--- src/rtl/spi_minion_adapter_if.sv ---
// Packet/stream bundle between the SPI minion adapter, the minion shifter and the device stage.
interface spi_minion_adapter_if #(parameter int nbits = 34);
  logic             pull_en;
  logic [nbits-1:0] pull_msg;
  logic             push_en;
  logic [nbits-1:0] push_msg;
  logic [nbits-3:0] recv_msg;
  logic             recv_val;
  logic             recv_rdy;
  logic [nbits-3:0] send_msg;
  logic             send_val;
  logic             send_rdy;
  logic             overflow;

  modport slave (
    input  pull_en, push_en, push_msg, recv_rdy, send_msg, send_val,
    output pull_msg, recv_msg, recv_val, send_rdy, overflow
  );

  modport master (
    output pull_en, push_en, push_msg, recv_rdy, send_msg, send_val,
    input  pull_msg, recv_msg, recv_val, send_rdy, overflow
  );
endinterface

--- src/rtl/spi_minion_adapter.sv ---
// Generic counted FIFO: 1-cycle enqueue-to-head latency, combinational head (0 when empty).
// Backpressure: enq_rdy drops when full on registered count; a same-cycle dequeue does not free room.
module spi_minion_adapter_fifo #(
  parameter int width = 32,
  parameter int depth = 2
) (
  input  logic             clk,
  input  logic             reset,
  input  logic             enq_vld,
  output logic             enq_rdy,
  input  logic [width-1:0] enq_dat,
  output logic             deq_vld,
  input  logic             deq_rdy,
  output logic [width-1:0] deq_dat
);
  localparam int aw = $clog2(depth);
  localparam int cw = aw + 1;

  logic [width-1:0] mem [depth];
  logic [aw-1:0]    wr_ptr;
  logic [aw-1:0]    rd_ptr;
  logic [cw-1:0]    count;
  logic             do_enq;
  logic             do_deq;

  assign enq_rdy = (count != cw'(depth));
  assign deq_vld = (count != '0);
  assign deq_dat = deq_vld ? mem[rd_ptr] : '0;
  assign do_enq  = enq_vld & enq_rdy;
  assign do_deq  = deq_rdy & deq_vld;

  always_ff @(posedge clk or negedge reset) begin
    if (!reset) begin
      wr_ptr <= '0;
      rd_ptr <= '0;
      count  <= '0;
    end else begin
      if (do_enq) wr_ptr <= wr_ptr + 1'b1;
      if (do_deq) rd_ptr <= rd_ptr + 1'b1;
      case ({do_enq, do_deq})
        2'b10:   count <= count + 1'b1;
        2'b01:   count <= count - 1'b1;
        default: count <= count;
      endcase
    end
  end

  // Storage needs no reset: an empty count masks stale entries.
  always_ff @(posedge clk) begin
    if (do_enq) mem[wr_ptr] <= enq_dat;
  end
endmodule

// SPI minion packet <-> RX/TX valid/ready stream adapter with val/spc flow-control bits.
// Latency: pull_msg valid the cycle after pull_en; pushed payload visible on recv the cycle after push_en.
// Backpressure: full RX drops write packets (sticky overflow); full TX deasserts send_rdy.
module spi_minion_adapter #(
  parameter int nbits       = 34,
  parameter int num_entries = 2
) (
  input logic                 clk,
  input logic                 reset,
  spi_minion_adapter_if.slave bus
);
  localparam int pw = nbits - 2;

  logic [pw-1:0]    tx_head;
  logic             tx_vld;
  logic             rx_rdy;
  logic             rx_enq;
  logic             tx_deq;
  logic             pulled_val;
  logic             overflow_q;
  logic [nbits-1:0] pull_msg_q;

  assign rx_enq = bus.push_en & bus.push_msg[nbits-1];
  // Only dequeue an entry the master was actually shown on the last pull.
  assign tx_deq = bus.push_en & bus.push_msg[nbits-2] & pulled_val;

  spi_minion_adapter_fifo #(.width(pw), .depth(num_entries)) u_rx (
    .clk     (clk),
    .reset   (reset),
    .enq_vld (rx_enq),
    .enq_rdy (rx_rdy),
    .enq_dat (bus.push_msg[pw-1:0]),
    .deq_vld (bus.recv_val),
    .deq_rdy (bus.recv_rdy),
    .deq_dat (bus.recv_msg)
  );

  spi_minion_adapter_fifo #(.width(pw), .depth(num_entries)) u_tx (
    .clk     (clk),
    .reset   (reset),
    .enq_vld (bus.send_val),
    .enq_rdy (bus.send_rdy),
    .enq_dat (bus.send_msg),
    .deq_vld (tx_vld),
    .deq_rdy (tx_deq),
    .deq_dat (tx_head)
  );

  // A same-edge pull samples pre-edge FIFO state and wins over the pulled_val clear.
  always_ff @(posedge clk or negedge reset) begin
    if (!reset) begin
      pull_msg_q <= '0;
      pulled_val <= 1'b0;
      overflow_q <= 1'b0;
    end else begin
      if (rx_enq && !rx_rdy) overflow_q <= 1'b1;
      if (bus.pull_en) begin
        pull_msg_q <= {tx_vld, rx_rdy, tx_head};
        pulled_val <= tx_vld;
      end else if (tx_deq) begin
        pulled_val <= 1'b0;
      end
    end
  end

  assign bus.pull_msg = pull_msg_q;
  assign bus.overflow = overflow_q;
endmodule

--- src/flat_wrapper.sv ---
// flat-port wrapper written by rule: the top's interface ports become plain ports
module spi_minion_adapter_flat 
#(
  parameter int nbits       = 34,
  parameter int num_entries = 2
)
  (clk, reset, bus_pull_en, bus_push_en, bus_push_msg, bus_recv_rdy, bus_send_msg, bus_send_val, bus_pull_msg, bus_recv_msg, bus_recv_val, bus_send_rdy, bus_overflow);
  spi_minion_adapter_if #(.nbits(nbits)) bus_i ();
  input logic clk;
  input logic reset;
  input wire logic [$bits(bus_i.pull_en)-1:0] bus_pull_en;
  input wire logic [$bits(bus_i.push_en)-1:0] bus_push_en;
  input wire logic [$bits(bus_i.push_msg)-1:0] bus_push_msg;
  input wire logic [$bits(bus_i.recv_rdy)-1:0] bus_recv_rdy;
  input wire logic [$bits(bus_i.send_msg)-1:0] bus_send_msg;
  input wire logic [$bits(bus_i.send_val)-1:0] bus_send_val;
  output wire logic [$bits(bus_i.pull_msg)-1:0] bus_pull_msg;
  output wire logic [$bits(bus_i.recv_msg)-1:0] bus_recv_msg;
  output wire logic [$bits(bus_i.recv_val)-1:0] bus_recv_val;
  output wire logic [$bits(bus_i.send_rdy)-1:0] bus_send_rdy;
  output wire logic [$bits(bus_i.overflow)-1:0] bus_overflow;
  assign bus_i.pull_en = bus_pull_en;
  assign bus_i.push_en = bus_push_en;
  assign bus_i.push_msg = bus_push_msg;
  assign bus_i.recv_rdy = bus_recv_rdy;
  assign bus_i.send_msg = bus_send_msg;
  assign bus_i.send_val = bus_send_val;
  assign bus_pull_msg = bus_i.pull_msg;
  assign bus_recv_msg = bus_i.recv_msg;
  assign bus_recv_val = bus_i.recv_val;
  assign bus_send_rdy = bus_i.send_rdy;
  assign bus_overflow = bus_i.overflow;
  spi_minion_adapter #(.nbits(nbits), .num_entries(num_entries)) u_core (.clk(clk), .reset(reset), .bus(bus_i));
endmodule
--- config.mk ---
export PLATFORM = sky130hd
export DESIGN_NAME = spi_minion_adapter_flat
export DESIGN_NICKNAME = d
export VERILOG_FILES = /design/src/rtl/spi_minion_adapter_if.sv /design/src/rtl/spi_minion_adapter.sv /design/src/flat_wrapper.sv
export SDC_FILE = /design/constraint.sdc
export NUM_CORES = 1
export LEC_CHECK = 0
export ABC_CLOCK_PERIOD_IN_PS = 2250
export BUFFER_PORTS_ARGS = -buffer_cell sky130_fd_sc_hd__buf_2
export CAP_MARGIN = 20
export CORE_MARGIN = 10
export CORE_UTILIZATION = 48
export CTS_BUF_LIST = sky130_fd_sc_hd__clkbuf_8 sky130_fd_sc_hd__clkbuf_16
export DETAILED_ROUTE_END_ITERATION = 16
export GPL_TIMING_DRIVEN = 0
export PLACE_DENSITY = 0.74
export SLEW_MARGIN = 20
export SYNTH_ARGS = -nofsm -noshare
export SYNTH_HDL_FRONTEND = slang
export SYNTH_SLANG_ARGS = --single-unit
--- constraint.sdc ---
create_clock -name clk -period 2.25 [get_ports clk]
set_input_delay 0.3375 -clock clk [delete_from_list [all_inputs] [get_ports clk]]
set_output_delay 0.3375 -clock clk [all_outputs]
set_load 0.03 [all_outputs]
==> impl_results.md, run 1 <==
- Result of the run: complete, no violations
- Biggest fanout along the worst timing path: 10
- Post-detailed-route count of antenna-violating nets: 0
- Worst slack after detailed placement: 448 ps
- CTS Root Buffer Type: sky130_fd_sc_hd__clkbuf_16
- Wire length of the first global-routing pass: 20.5 mm
- RSZ-0062 raised after global routing: no
- Number of synthesized register bits: 172
- Clock tree skew after final layout: 9.25 ps
- WL/cell: 17.5 um
- Initial antenna violation count: 0
- Final cell utilization of the core: 61.4%
- Cell Area, Synth: 0.00639 mm^2
- Seq/Total Area, Yosys: 77.3%
- Overflow after GRT: 0
- Worst setup path category: reg2out
- PnR worst setup slack: 202 ps
- Synth unique cells: 27
- Worst setup SP type: flop
- Average via count per standard cell: 4.96
- Floorplan die area: 0.0183 mm^2
- Aggregate global-route resource usage: 14.6%
- Number of instances resized during post-cts repair: 0
- Routability congestion estimate from global placement: 0.773
- CP Capture Type: output pin
- Part of the total power dissipated in sequential elements: 39.1%
- Clock network fraction of total power: 25.4%
- Net switching power figure: 4.23 mW
- First drt pass iteration count: 5
- Placed wire-length estimate: 9.35 mm
- DRT iter0 DRCs: 174
- Vias after detailed routing: 3662
- Hold Vio Cnt, Final: 0
- Worst-margin pin slew: 590 ps
- Clock-pin slew on the worst setup and hold paths: 60 ps
- Final WL: 12.9 mm
- Clk buf depth: 2
- Clock period minus final worst setup slack: 2050 ps
- Number of hold buffers added after CTS: 0
- Number of remaining DRC errors: 0
- Total clock buffers created by CTS: 17
- Clock insertion delay at the later pin of the skew report: 420 ps
- Cells after synthesis: 386
- Yosys warning count: 0
- Data arrival, critical path: 1710 ps
- Net count, final: 623
- Post-Synthesis Mean Instance Area: 16.6 um^2
- X dimension of the die: 135 um
- Crit path required time: 1910 ps
- Switching share of power: 35.9%
- Number of pins with negative max-slew slack in the final report: 0
- Initial Util: 48.7%
- Area of the placeable core: 0.0131 mm^2
- Number of setup buffers added after CTS: 0
- Proportion of layout cells with a drive suffix above 1: 34.3%
- Post-route fraction of the period consumed by the critical path: 91.0%
- Maximum capacitance violations: 0
- ANT cells: 0
- Areal power density over the cells: 1460 mW/mm^2
- Part of the power in combinational logic: 35.5%
- Vias in the first global route: 3948
- Internal power: 7.55 mW
- Area added between synthesis and finish: 26.1%
- Htree depth: 4
- Die height: 135 um
- Maximum clock frequency: 488 MHz
- Maximum number of pins on one net before global-route repair: 45
- Static power due to leakage: 3.45 nW
- Count of standard-cell rows: 42
- Count of buffers from port buffering: 139
- Number of sinks driven by the clock tree: 172
- Maximum VDD drop: 0.000865 V
- Final setup violation count: 0
- I/O pin count: 141
- Min-Delay Path Class: in2reg
- Post-Synthesis Net Count: 460
- Clock tree from TritonCTS: done
- Worst slew margin relative to its limit: 60.6%
## flip-flops by register name, summed over array words and instances, names as in the netlist
name / flops
u_core.u_rx.mem: 64
u_core.u_rx.rd_ptr: 1
u_core.u_rx.wr_ptr: 1
u_core.bus.overflow: 1
u_core.u_tx.mem: 64
u_core.u_tx.rd_ptr: 1
u_core.pulled_val: 1
u_core.u_tx.count: 2
u_core.bus.pull_msg: 34
u_core.u_rx.count: 2
u_core.u_tx.wr_ptr: 1
## final cells by class
type	count	area, um^2
Fill cell	1036	5080
Inverter	35	131
Multi-Input combinational cell	161	1230
Sequential cell	172	4940
Timing Repair Buffer	144	811
Clock inverter	13	160
Clock buffer	19	453
Tap cell	176	220
Buffer	18	113
## worst paths after layout
kind,start,cells after the start,slack (ps),to
max,u_core.u_rx.count[0],4,200,bus_recv_msg[22]
max reg2reg,u_core.u_rx.count[1],4,480,u_core.u_rx.mem[0][22]
min in group asynchronous,reset,2,470,u_core.bus.pull_msg[6]
min,bus_send_msg[12],1,100,u_core.u_tx.mem[1][12]
max in group asynchronous,reset,2,1380,u_core.u_rx.rd_ptr
min reg2reg,u_core.bus.overflow,1,470,u_core.bus.overflow
## per-layer routing
metal	share of wire [%]	vias up	track usage, %
li1	-	1729	-
met1	41	1788	16.4
met2	50	129	24.7
met3	7.1	16	5.04
met4	1.6	0	6.46
met5	0	-	0
## cells in the final DEF (no fill, tap or decap), types with 4 or more instances in the layout
| cell | instances |
|---|---|
| sky130_fd_sc_hd__mux2i_1 | 64 |
| sky130_fd_sc_hd__nor2_1 | 35 |
| sky130_fd_sc_hd__inv_1 | 39 |
| sky130_fd_sc_hd__xnor2_1 | 6 |
| sky130_fd_sc_hd__buf_4 | 4 |
| sky130_fd_sc_hd__o22ai_1 | 32 |
| sky130_fd_sc_hd__bufinv_16 | 4 |
| sky130_fd_sc_hd__xor2_1 | 4 |
| sky130_fd_sc_hd__clkbuf_16 | 17 |
| sky130_fd_sc_hd__dfrtp_1 | 44 |
| sky130_fd_sc_hd__buf_2 | 147 |
| sky130_fd_sc_hd__edfxtp_1 | 128 |
## cells in the mapped netlist, drive strengths merged
cell	number	area [um^2]
ha	2	25.0
a31o	1	8.76
xnor2	6	52.6
nor2	39	149
a21oi	1	5.00
o21ai	2	13.8
o22ai	32	200
nand2b	1	6.26
mux2i	64	641
dfrtp	44	1100
inv	35	131
clkbuf	3	11.3
edfxtp	128	3840
nand3b	2	27.5
and2	1	6.26
and3	1	6.26
buf	15	101
nor2b	1	6.26
xor2	4	35.0
nand2	3	11.3
o2111a	1	11.3
## logic make-up (layout without fill, tap and decap cells)
logic type | Yosys count | count (layout) | share of synthesized area, %
adders and majority gates | 2 | 2 | 0.391
and+or+nand+nor | 48 | 48 | 3.33
xor gates and xnor gates | 10 | 10 | 1.37
buffers and inverters | 53 | 229 | 3.82
muxes | 64 | 64 | 10.0
AOI/OAI and AO/OA | 37 | 37 | 3.74
DFF | 172 | 172 | 77.3
## through the flow
stage          hold WS (ps)  setup TNS, ps  instance area (um^2)  std cells  power, mW
6_report               99.7              0                  8060        738       11.8
5_1_grt                84.1              0                  8060        738       12.4
4_1_cts                84.4              0                  8050        737       11.9
3_5_place_dp            461              0                  7440        705       8.90
3_3_place_gp            445         -62840                  7310        701       8.67
2_1_floorplan          41.9         -16230                  6400        386       7.53
## critical path: stages, from the launching register on
cell and delay, ps:
sky130_fd_sc_hd__dfrtp_1 430, sky130_fd_sc_hd__nor2_2 280, sky130_fd_sc_hd__buf_2 300, sky130_fd_sc_hd__nor2_1 90
sky130_fd_sc_hd__buf_2 190
## power groups by stage
stage / Combinational [mW] / Sequential (mW) / Clock [mW]
floorplan: 2.37 / 5.16 / 0
global placement: 4.03 / 4.64 / 0
detailed placement: 4.25 / 4.66 / 0
CTS: 4.27 / 4.61 / 3.04
global route: 4.51 / 4.68 / 3.19
finish: 4.18 / 4.61 / 2.99
(Power assumes the default switching activity.)
==> run 2: changes to the inputs <==
--- a/config.mk
+++ b/config.mk
@@ -9,12 +9,13 @@
 export BUFFER_PORTS_ARGS = -buffer_cell sky130_fd_sc_hd__buf_2
 export CAP_MARGIN = 20
 export CORE_MARGIN = 10
-export CORE_UTILIZATION = 48
+export CORE_UTILIZATION = 49
 export CTS_BUF_LIST = sky130_fd_sc_hd__clkbuf_8 sky130_fd_sc_hd__clkbuf_16
 export DETAILED_ROUTE_END_ITERATION = 16
 export GPL_TIMING_DRIVEN = 0
-export PLACE_DENSITY = 0.74
+export PLACE_DENSITY = 0.75
 export SLEW_MARGIN = 20
 export SYNTH_ARGS = -nofsm -noshare
 export SYNTH_HDL_FRONTEND = slang
+export SYNTH_HIERARCHICAL = 1
 export SYNTH_SLANG_ARGS = --single-unit
==> run 2 against run 1 <==
Compared with the run above:
- hold slack worse by 5.8 ps
- global-route usage down 0.057 points
- highest routed layer is now met5
- first-iteration DRC count down 14%
- die area up 2.6%
- critical endpoint is now bus_recv_msg[24]
- sequential share of layout area down 2.1 points
- routed wire length up 3.8%
- fmax up 6.4%
- sequential cell count unchanged
- final cell count unchanged
- area after synthesis up 5.2%
==> impl_results.md, run 2 <==
- Result of the run: complete, no violations
- Number of pins with negative max-slew slack in the final report: 0 (unchanged)
- Clock insertion delay at the later pin of the skew report: 420 ps (about the same)
- Clock tree skew after final layout: 12.5 ps (+3.20 ps)
- Worst slack after detailed placement: 452 ps (+3.70 ps)
- Clock-pin slew on the worst setup and hold paths: 60 ps (about the same)
- Clock network fraction of total power: 23.3% (-2.1 points)
- Share of flip-flops with an asynchronous set or reset: 25.6% (unchanged)
- Placed wire-length estimate: 9.58 mm (+2.5%)
- Area added between synthesis and finish: 24.0%
- Clk buf depth: 2 (unchanged)
- Worst-margin pin slew: 761 ps (+171 ps)
- Number of synthesized register bits: 172 (unchanged)
- Part of the total power dissipated in sequential elements: 38.3% (-0.8 points)
- Die height: 137 um (+1.3%)
- CP Capture Type: output pin
- Final setup violation count: 0 (unchanged)
- Post-Synthesis Mean Instance Area: 17.4 um^2 (+5.0%)
- Static power due to leakage: 3.59 nW (+3.9%)
- Htree depth: 4 (unchanged)
- Areal power density over the cells: 1460 mW/mm^2 (-0.36%)
- Filler cell count: 1004 (-3.1%)
- Average via count per standard cell: 4.98 (+0.41%)
- PnR worst setup slack: 325 ps (+123 ps)
- Net count, final: 623 (unchanged)
- Initial antenna violation count: 1 (+1)
- Number of remaining DRC errors: 0 (unchanged)
- Post-Synthesis Net Count: 461 (+0.22%)
- Worst setup SP type: flop
- Hold Vio Cnt, Final: 0 (unchanged)
- Routability congestion estimate from global placement: 0.784 (+1.4%)
- Seq/Total Area, Yosys: 73.5% (-3.9 points)
- Area of the placeable core: 0.0133 mm^2 (+1.6%)
- CTS Root Buffer Type: sky130_fd_sc_hd__clkbuf_16
- Final cell utilization of the core: 62.5% (+1.1 points)
- Total negative slack for setup checks: 0 ps (unchanged)
- Area of the multi-input gates: 0.00163 mm^2 (+33%)
- Count of buffers from port buffering: 139 (unchanged)
- Count of standard-cell rows: 42 (unchanged)
- Total clock buffers created by CTS: 17 (unchanged)
- Worst setup path category: reg2out
- Count of flip-flops with a built-in enable after synthesis: 128 (unchanged)
- Final WL: 13.4 mm (+3.8%)
- Dominant cells by area after synthesis: sky130_fd_sc_hd__edfxtp_1 57%, sky130_fd_sc_hd__dfrtp_1 16%, sky130_fd_sc_hd__mux2i_1 9.5%
- X dimension of the die: 137 um (+1.3%)
- Maximum VDD drop: 0.000873 V (+0.92%)
- Crit path required time: 1910 ps (about the same)
- Internal power: 7.68 mW (+1.8%)
- Most frequent cells in the layout: 144 x sky130_fd_sc_hd__buf_2, 128 x sky130_fd_sc_hd__edfxtp_1, 66 x sky130_fd_sc_hd__nor2_1, 64 x sky130_fd_sc_hd__mux2i_1, 44 x sky130_fd_sc_hd__dfrtp_1
- Area share of the leading cell type in the synthesized netlist: 57.1% (-3.0 points)
- Cells after synthesis: 387 (+0.26%)
- Min-Delay Path Class: in2reg
- Proportion of layout cells with a drive suffix above 1: 41.6% (+7.3 points)
- Part of the power in combinational logic: 38.3% (+2.8 points)
- Number of setup buffers added after CTS: 0 (unchanged)
- Biggest fanout along the worst timing path: 10 (unchanged)
- Area of all placed cells without fillers: 0.00834 mm^2 (+3.5%)
- Vias after detailed routing: 3677 (+0.41%)
- Most instantiated library cell after synthesis: sky130_fd_sc_hd__edfxtp_1
- Number of sinks driven by the clock tree: 172 (unchanged)
- WL/cell: 18.2 um (+3.8%)
- First drt pass iteration count: 4 (-1)
- Ys flop type: sky130_fd_sc_hd__edfxtp_1
- RSZ-0062 raised after global routing: no
- Post-detailed-route count of antenna-violating nets: 0 (unchanged)
- Clock period minus final worst setup slack: 1930 ps (-123 ps)
- Aggregate global-route resource usage: 14.5% (-0.057 points)
- Area after DPL: 0.00774 mm^2 (+4.2%)
- Net switching power figure: 4.46 mW (+5.4%)
- Wire length of the first global-routing pass: 20.6 mm (+0.85%)
- Maximum capacitance violations: 0 (unchanged)
- Data arrival, critical path: 1590 ps (-120 ps)
- Maximum clock frequency: 519 MHz (+6.4%)
- Initial Util: 50.4% (+1.7 points)
- Library cell occupying the most area in the post-synthesis netlist: sky130_fd_sc_hd__edfxtp_1
- ANT cells: 0 (unchanged)
- Post-route fraction of the period consumed by the critical path: 85.6% (-5.5 points)
- Floorplan die area: 0.0188 mm^2 (+2.6%)
- Switching share of power: 36.7% (+0.80 points)
- Most common library cells after synthesis: 128 x sky130_fd_sc_hd__edfxtp_1, 68 x sky130_fd_sc_hd__nor2_1, 64 x sky130_fd_sc_hd__mux2i_1
- Clock tree from TritonCTS: done
- Maximum number of pins on one net before global-route repair: 45 (unchanged)
- Cell Area, Synth: 0.00673 mm^2 (+5.2%)
- Yosys warning count: 6 (+6)
- Most common library cell in the layout ignoring fill and taps: sky130_fd_sc_hd__buf_2
- Vias in the first global route: 3969 (+0.53%)
- Synth unique cells: 24 (-11%)
- Register area: 0.00494 mm^2 (unchanged)
- I/O pin count: 141 (unchanged)
- DRT iter0 DRCs: 150 (-14%)
- Overflow after GRT: 0 (unchanged)
- Worst slew margin relative to its limit: 49.3% (-11 points)
run 2: changes by cell type after synthesis, moves of 3 or more:
cell / before / now
sky130_fd_sc_hd__inv_1: 34 / 1
sky130_fd_sc_hd__o22ai_1: 32 / 0
sky130_fd_sc_hd__nor2_1: 38 / 68
sky130_fd_sc_hd__mux2_4: 0 / 29
sky130_fd_sc_hd__buf_4: 3 / 8
sky130_fd_sc_hd__mux2_2: 0 / 5
sky130_fd_sc_hd__buf_12: 0 / 3
sky130_fd_sc_hd__buf_2: 9 / 6
sky130_fd_sc_hd__clkbuf_1: 3 / 0
run 2: cell type report:
class / instances / area share, %
buffer: 18 / 1.93
tap: 176 / 2.64
timing repair buffer: 143 / 9.48
multi-input combinational: 194 / 19.5
sequential: 172 / 59.3
clock inverter: 14 / 1.74
inverter: 3 / 0.135
clock buffer: 18 / 5.26
run 2: layer usage:
layer / wire (um) / track usage [%]
met4: 243 / 6.09
met3: 1150 / 5.79
met1: 5340 / 16.2
met2: 6690 / 24.4
met5: 12 / 0
run 2: path summary, 6_finish.rpt:
kind | to | slack, ps | cells past startpoint | from
setup / recovery | bus_recv_msg[24] | 320 | 5 | u_core/u_rx/rd_ptr
hold / removal | u_core/u_tx/mem[1][3] | 90 | 1 | bus_send_msg[3]
setup reg to reg | u_core/u_rx/mem[0][14] | 470 | 4 | u_core/u_rx/count[0]
hold reg to reg | u_core/bus.overflow | 460 | 1 | u_core/bus.overflow
max in group asynchronous | u_core/u_rx/count[0] | 1380 | 2 | reset
min in group asynchronous | u_core/bus.pull_msg[5] | 470 | 2 | reset
run 2: metrics by stage:
step / hold WS (ps) / instances / power, mW
after floorplan: 41.9 / 387 / 7.99
after global placement: 436 / 702 / 9.19
after detailed placement: 450 / 705 / 9.42
after CTS: 76.8 / 737 / 12.3
after global routing: 84.3 / 738 / 12.7
final: 93.8 / 738 / 12.1
run 2: cells by family (layout without fill, tap and decap cells):
family	after synthesis	in the layout	share of synthesized area [%]
flip-flops	172	172	73.5
AO/OA/AOI/OAI	2	2	0.242
AND/OR/NAND/NOR	82	82	5.21
XOR/XNOR	10	10	1.30
multiplexers	98	98	16.8
adder cells (fa/ha/maj)	2	2	0.372
buffers and inverters	21	196	2.57
run 2: what timing repair did:
action                    in CTS  in global routing
hold buffers                   0                  1
resized for setup              0                  0
hold endpoints to repair       0                 44
run 2: power by group through the flow:
stage                     Sequential (mW)  Combinational (mW)  Clock, mW
after detailed placement             4.71                4.71          0
after global placement               4.68                4.51          0
after CTS                            4.66                4.73       2.90
final                                4.65                4.66       2.83
after global routing                 4.73                4.99       3.03
after floorplan                      5.23                2.76          0
run 2: critical path: stages (launching register included):
cell	delay (ps)
sky130_fd_sc_hd__dfrtp_1	360
sky130_fd_sc_hd__buf_4	150
sky130_fd_sc_hd__buf_4	190
sky130_fd_sc_hd__mux2i_1	140
sky130_fd_sc_hd__nor2_1	110
sky130_fd_sc_hd__buf_2	210
==> run 3: changes to the inputs <==
--- a/config.mk
+++ b/config.mk
@@ -5,6 +5,7 @@
 export SDC_FILE = /design/constraint.sdc
 export NUM_CORES = 1
 export LEC_CHECK = 0
+export ABC_AREA = 1
 export ABC_CLOCK_PERIOD_IN_PS = 2250
 export BUFFER_PORTS_ARGS = -buffer_cell sky130_fd_sc_hd__buf_2
 export CAP_MARGIN = 20
==> run 3 against run 2 <==
Compared with the run above:
- clock power about the same
- hold slack improved by 12 ps
- via count rose by 23%
- critical path type unchanged
==> impl_results.md, run 3 <==
- Routability congestion estimate from global placement: 0.764 (-2.5%)
- DRT iter0 DRCs: 311 (+110%)
- Worst setup path category: reg2out
- Library cell occupying the most area in the post-synthesis netlist: sky130_fd_sc_hd__edfxtp_1
- Area of all placed cells without fillers: 0.00833 mm^2 (-0.16%)
- Crit path max-delay family: buffers and inverters
- Maximum number of pins on one net before global-route repair: 45 (unchanged)
- Cell Area, Synth: 0.00677 mm^2 (+0.54%)
- Hold Vio Cnt, Final: 0 (unchanged)
- Maximum VDD drop: 0.000964 V (+10%)
- Net count, final: 791 (+27%)
- Cells after synthesis: 556 (+44%)
- Post-detailed-route count of antenna-violating nets: 0 (unchanged)
- First drt pass iteration count: 5 (+1)
- Flop2flop setup slack: 360 ps (-110 ps)
- Ys flop type: sky130_fd_sc_hd__edfxtp_1
- PnR worst setup slack: 294 ps (-30.9 ps)
- Aggregate global-route resource usage: 16.3% (+1.7 points)
- Cell Chain, Critical Path: buf_6 > clkinv_2 > buf_4 > nand2_1 > a21oi_1 > buf_2
- Clock-pin slew on the worst setup and hold paths: 60 ps (about the same)
- WL/cell: 16.5 um (-9.5%)
- Final cell utilization of the core: 62.1% (-0.35 points)
- Clock tree from TritonCTS: done
- Most instantiated library cell after synthesis: sky130_fd_sc_hd__nand2_1
- Post-Synthesis Net Count: 630 (+37%)
- CTS Root Buffer Type: sky130_fd_sc_hd__clkbuf_16
- Vias in the first global route: 4812 (+21%)
- Switching share of power: 39.4% (+2.7 points)
- Overflow after GRT: 0 (unchanged)
- Total negative slack for setup checks: 0 ps (unchanged)
- Count of standard-cell rows: 42 (unchanged)
- Average via count per standard cell: 5.01 (+0.58%)
- Final setup violation count: 0 (unchanged)
- Number of remaining DRC errors: 0 (unchanged)
- Proportion of layout cells with a drive suffix above 1: 31.6% (-10 points)
- Area share of the leading cell type in the synthesized netlist: 56.8% (-0.31 points)
- Synth unique cells: 22 (-8.3%)
- Final non-filler cell total: 906 (+23%)
- Part of the total power dissipated in sequential elements: 38.4% (about the same)
- Clock tree skew after final layout: 9.46 ps (-3.00 ps)
- Dominant cells by area after synthesis: sky130_fd_sc_hd__edfxtp_1 57%, sky130_fd_sc_hd__dfrtp_1 16%, sky130_fd_sc_hd__nand2_1 13%
- Die height: 138 um (+0.23%)
- Areal power density over the cells: 1450 mW/mm^2 (-0.12%)
- Data arrival, critical path: 1620 ps (+30 ps)
- Logic depth of the worst register-to-register path: 4 (unchanged)
- Area added between synthesis and finish: 23.1%
- Highest-delay cell along the critical path: sky130_fd_sc_hd__dfrtp_1
- Crit. path cell count: 6 (+1)
- RSZ-0062 raised after global routing: no
- Part of the power in combinational logic: 38.4% (about the same)
- Internal power: 7.33 mW (-4.5%)
- Clock period minus final worst setup slack: 1960 ps (+30.9 ps)
- Worst path bufs/invs: 4 (+1)
- Number of pins with negative max-slew slack in the final report: 0 (unchanged)
- Biggest fanout along the worst timing path: 10 (unchanged)
- Maximum capacitance violations: 0 (unchanged)
- WHS Path Cells: 1 (unchanged)
- Top Metal Used: met4
- CP Capture Type: output pin
- Worst setup SP type: flop
- Clock insertion delay at the later pin of the skew report: 420 ps (about the same)
- Area of the placeable core: 0.0134 mm^2 (+0.39%)
- Placed wire-length estimate: 10.5 mm (+9.8%)
- Maximum clock frequency: 511 MHz (-1.6%)
- Share of flip-flops with an asynchronous set or reset: 25.6% (unchanged)
- ANT cells: 0 (unchanged)
- Reg-to-reg endpoint: u_core/u_tx/mem[1][15]
- Crit path required time: 1910 ps (about the same)
- Floorplan die area: 0.0189 mm^2 (+0.46%)
- Final WL: 14.9 mm (+11%)
- Total clock buffers created by CTS: 17 (unchanged)
- Count of buffers from port buffering: 139 (unchanged)
- Wire length on met3: 1.25 mm (+8.7%)
- Beginning of the worst hold path: bus_send_msg[19]
- Most common library cells after synthesis: 235 x sky130_fd_sc_hd__nand2_1, 128 x sky130_fd_sc_hd__edfxtp_1, 58 x sky130_fd_sc_hd__a21oi_1
- Worst-margin pin slew: 1010 ps (+250 ps)
- Count of flip-flops with a built-in enable after synthesis: 128 (unchanged)
- Result of the run: complete, no violations
- Hold EP: u_core/u_tx/mem[1][19]
- Detail Route met2 WL: 7.38 mm (+10%)
- Launching point of the worst reg2reg path: u_core/u_tx/count[0]
- Final hold slack: 105 ps (+11.6 ps)
- Number of sinks driven by the clock tree: 172 (unchanged)
- Area after DPL: 0.00774 mm^2 (-0.11%)
- CP peak stage delay: 370 ps (about the same)
- I/O pin count: 141 (unchanged)
- Met1 WL: 6.07 mm (+14%)
- Static power due to leakage: 3.64 nW (+1.5%)
- Post-Synthesis Mean Instance Area: 12.2 um^2 (-30%)
- X dimension of the die: 138 um (+0.23%)
- Most common library cell in the layout ignoring fill and taps: sky130_fd_sc_hd__nand2_1
- Vias after detailed routing: 4540 (+23%)
- Yosys warning count: 6 (unchanged)
- Worst slew margin relative to its limit: 32.4% (-17 points)
- Worst slack after detailed placement: 327 ps (-125 ps)
- Number of synthesized register bits: 172 (unchanged)
- Most frequent cells in the layout: 235 x sky130_fd_sc_hd__nand2_1, 142 x sky130_fd_sc_hd__buf_2, 128 x sky130_fd_sc_hd__edfxtp_1, 58 x sky130_fd_sc_hd__a21oi_1, 44 x sky130_fd_sc_hd__dfrtp_1
- Initial antenna violation count: 0 (-1)
- Initial Util: 50.5% (+0.073 points)
- Min-Delay Path Class: in2reg
- Cell total after placement: 873 (+24%)
- Filler cell count: 1061 (+5.7%)
- Post-route fraction of the period consumed by the critical path: 86.9% (+1.4 points)
- Clock network fraction of total power: 23.2% (about the same)
- Power consumption: 12.1 mW (-0.28%)
- Clk buf depth: 2 (unchanged)
- Number of instances resized during post-cts repair: 0 (unchanged)
- Wire length of the first global-routing pass: 23.7 mm (+15%)
- Seq/Total Area, Yosys: 73.1% (-0.39 points)
- Htree depth: 4 (unchanged)
- Net switching power figure: 4.77 mW (+7.1%)
## run 3: worst register-to-register path, delay by kind of cell, from the launching register on
kind | cells | cell delay, ps
and+or+nand+nor | 3 | 970
DFF | 1 | 460
buffers and inverters | 1 | 60
## run 3: kinds of logic after synthesis
logic type | count (synthesis) | share of synthesized area [%]
AND/OR/NAND/NOR | 265 | 15.8
AO/OA/AOI/OAI | 69 | 5.59
buffers and inverters | 46 | 4.90
adder cells (fa/ha/maj) | 2 | 0.370
XOR/XNOR | 2 | 0.259
flip-flops | 172 | 73.1
## run 3: layout make-up
type / instances / area (um^2) / area share, %
plain buffers: 27 / 250 / 3.00
flip-flops and latches: 172 / 4940 / 59.4
multi-input cells: 338 / 1500 / 18.1
inverters: 19 / 81.3 / 0.977
repair buffers: 142 / 748 / 8.98
clock inverters: 13 / 126 / 1.52
clock buffers: 19 / 453 / 5.44
well taps: 176 / 220 / 2.64
## run 3: repair_timing
item	in CTS	in global routing
setup buffers	0	0
hold buffers	0	1
hold endpoints to repair	0	44
## run 3: worst max path at each step
stage	to	slack, ps	from
floorplan	u_core/u_tx/mem[0][0]	220	u_core/u_tx/count[0]
global placement	u_core/u_rx/mem[0][13]	-150	bus_push_en
detailed placement	u_core/u_tx/mem[1][24]	330	u_core/u_tx/count[0]
CTS	bus_recv_msg[22]	280	u_core/u_rx/rd_ptr
global route	bus_recv_msg[15]	150	u_core/u_rx/rd_ptr
finish	bus_recv_msg[1]	290	u_core/u_rx/rd_ptr
## run 3: power by group through the flow
stage | Sequential, mW | Clock (mW) | Combinational [mW]
finish | 4.65 | 2.81 | 4.65
floorplan | 5.24 | 0 | 2.70
detailed placement | 4.70 | 0 | 4.69
global route | 4.72 | 3.00 | 5.09
CTS | 4.65 | 2.88 | 4.71
global placement | 4.66 | 0 | 4.55
## run 3: metal layers
metal | up-vias | GRT usage [%]
met5 | - | 0
met4 | 0 | 6.79
li1 | 2187 | -
met3 | 17 | 5.64
met1 | 2181 | 18.5
met2 | 155 | 27.3
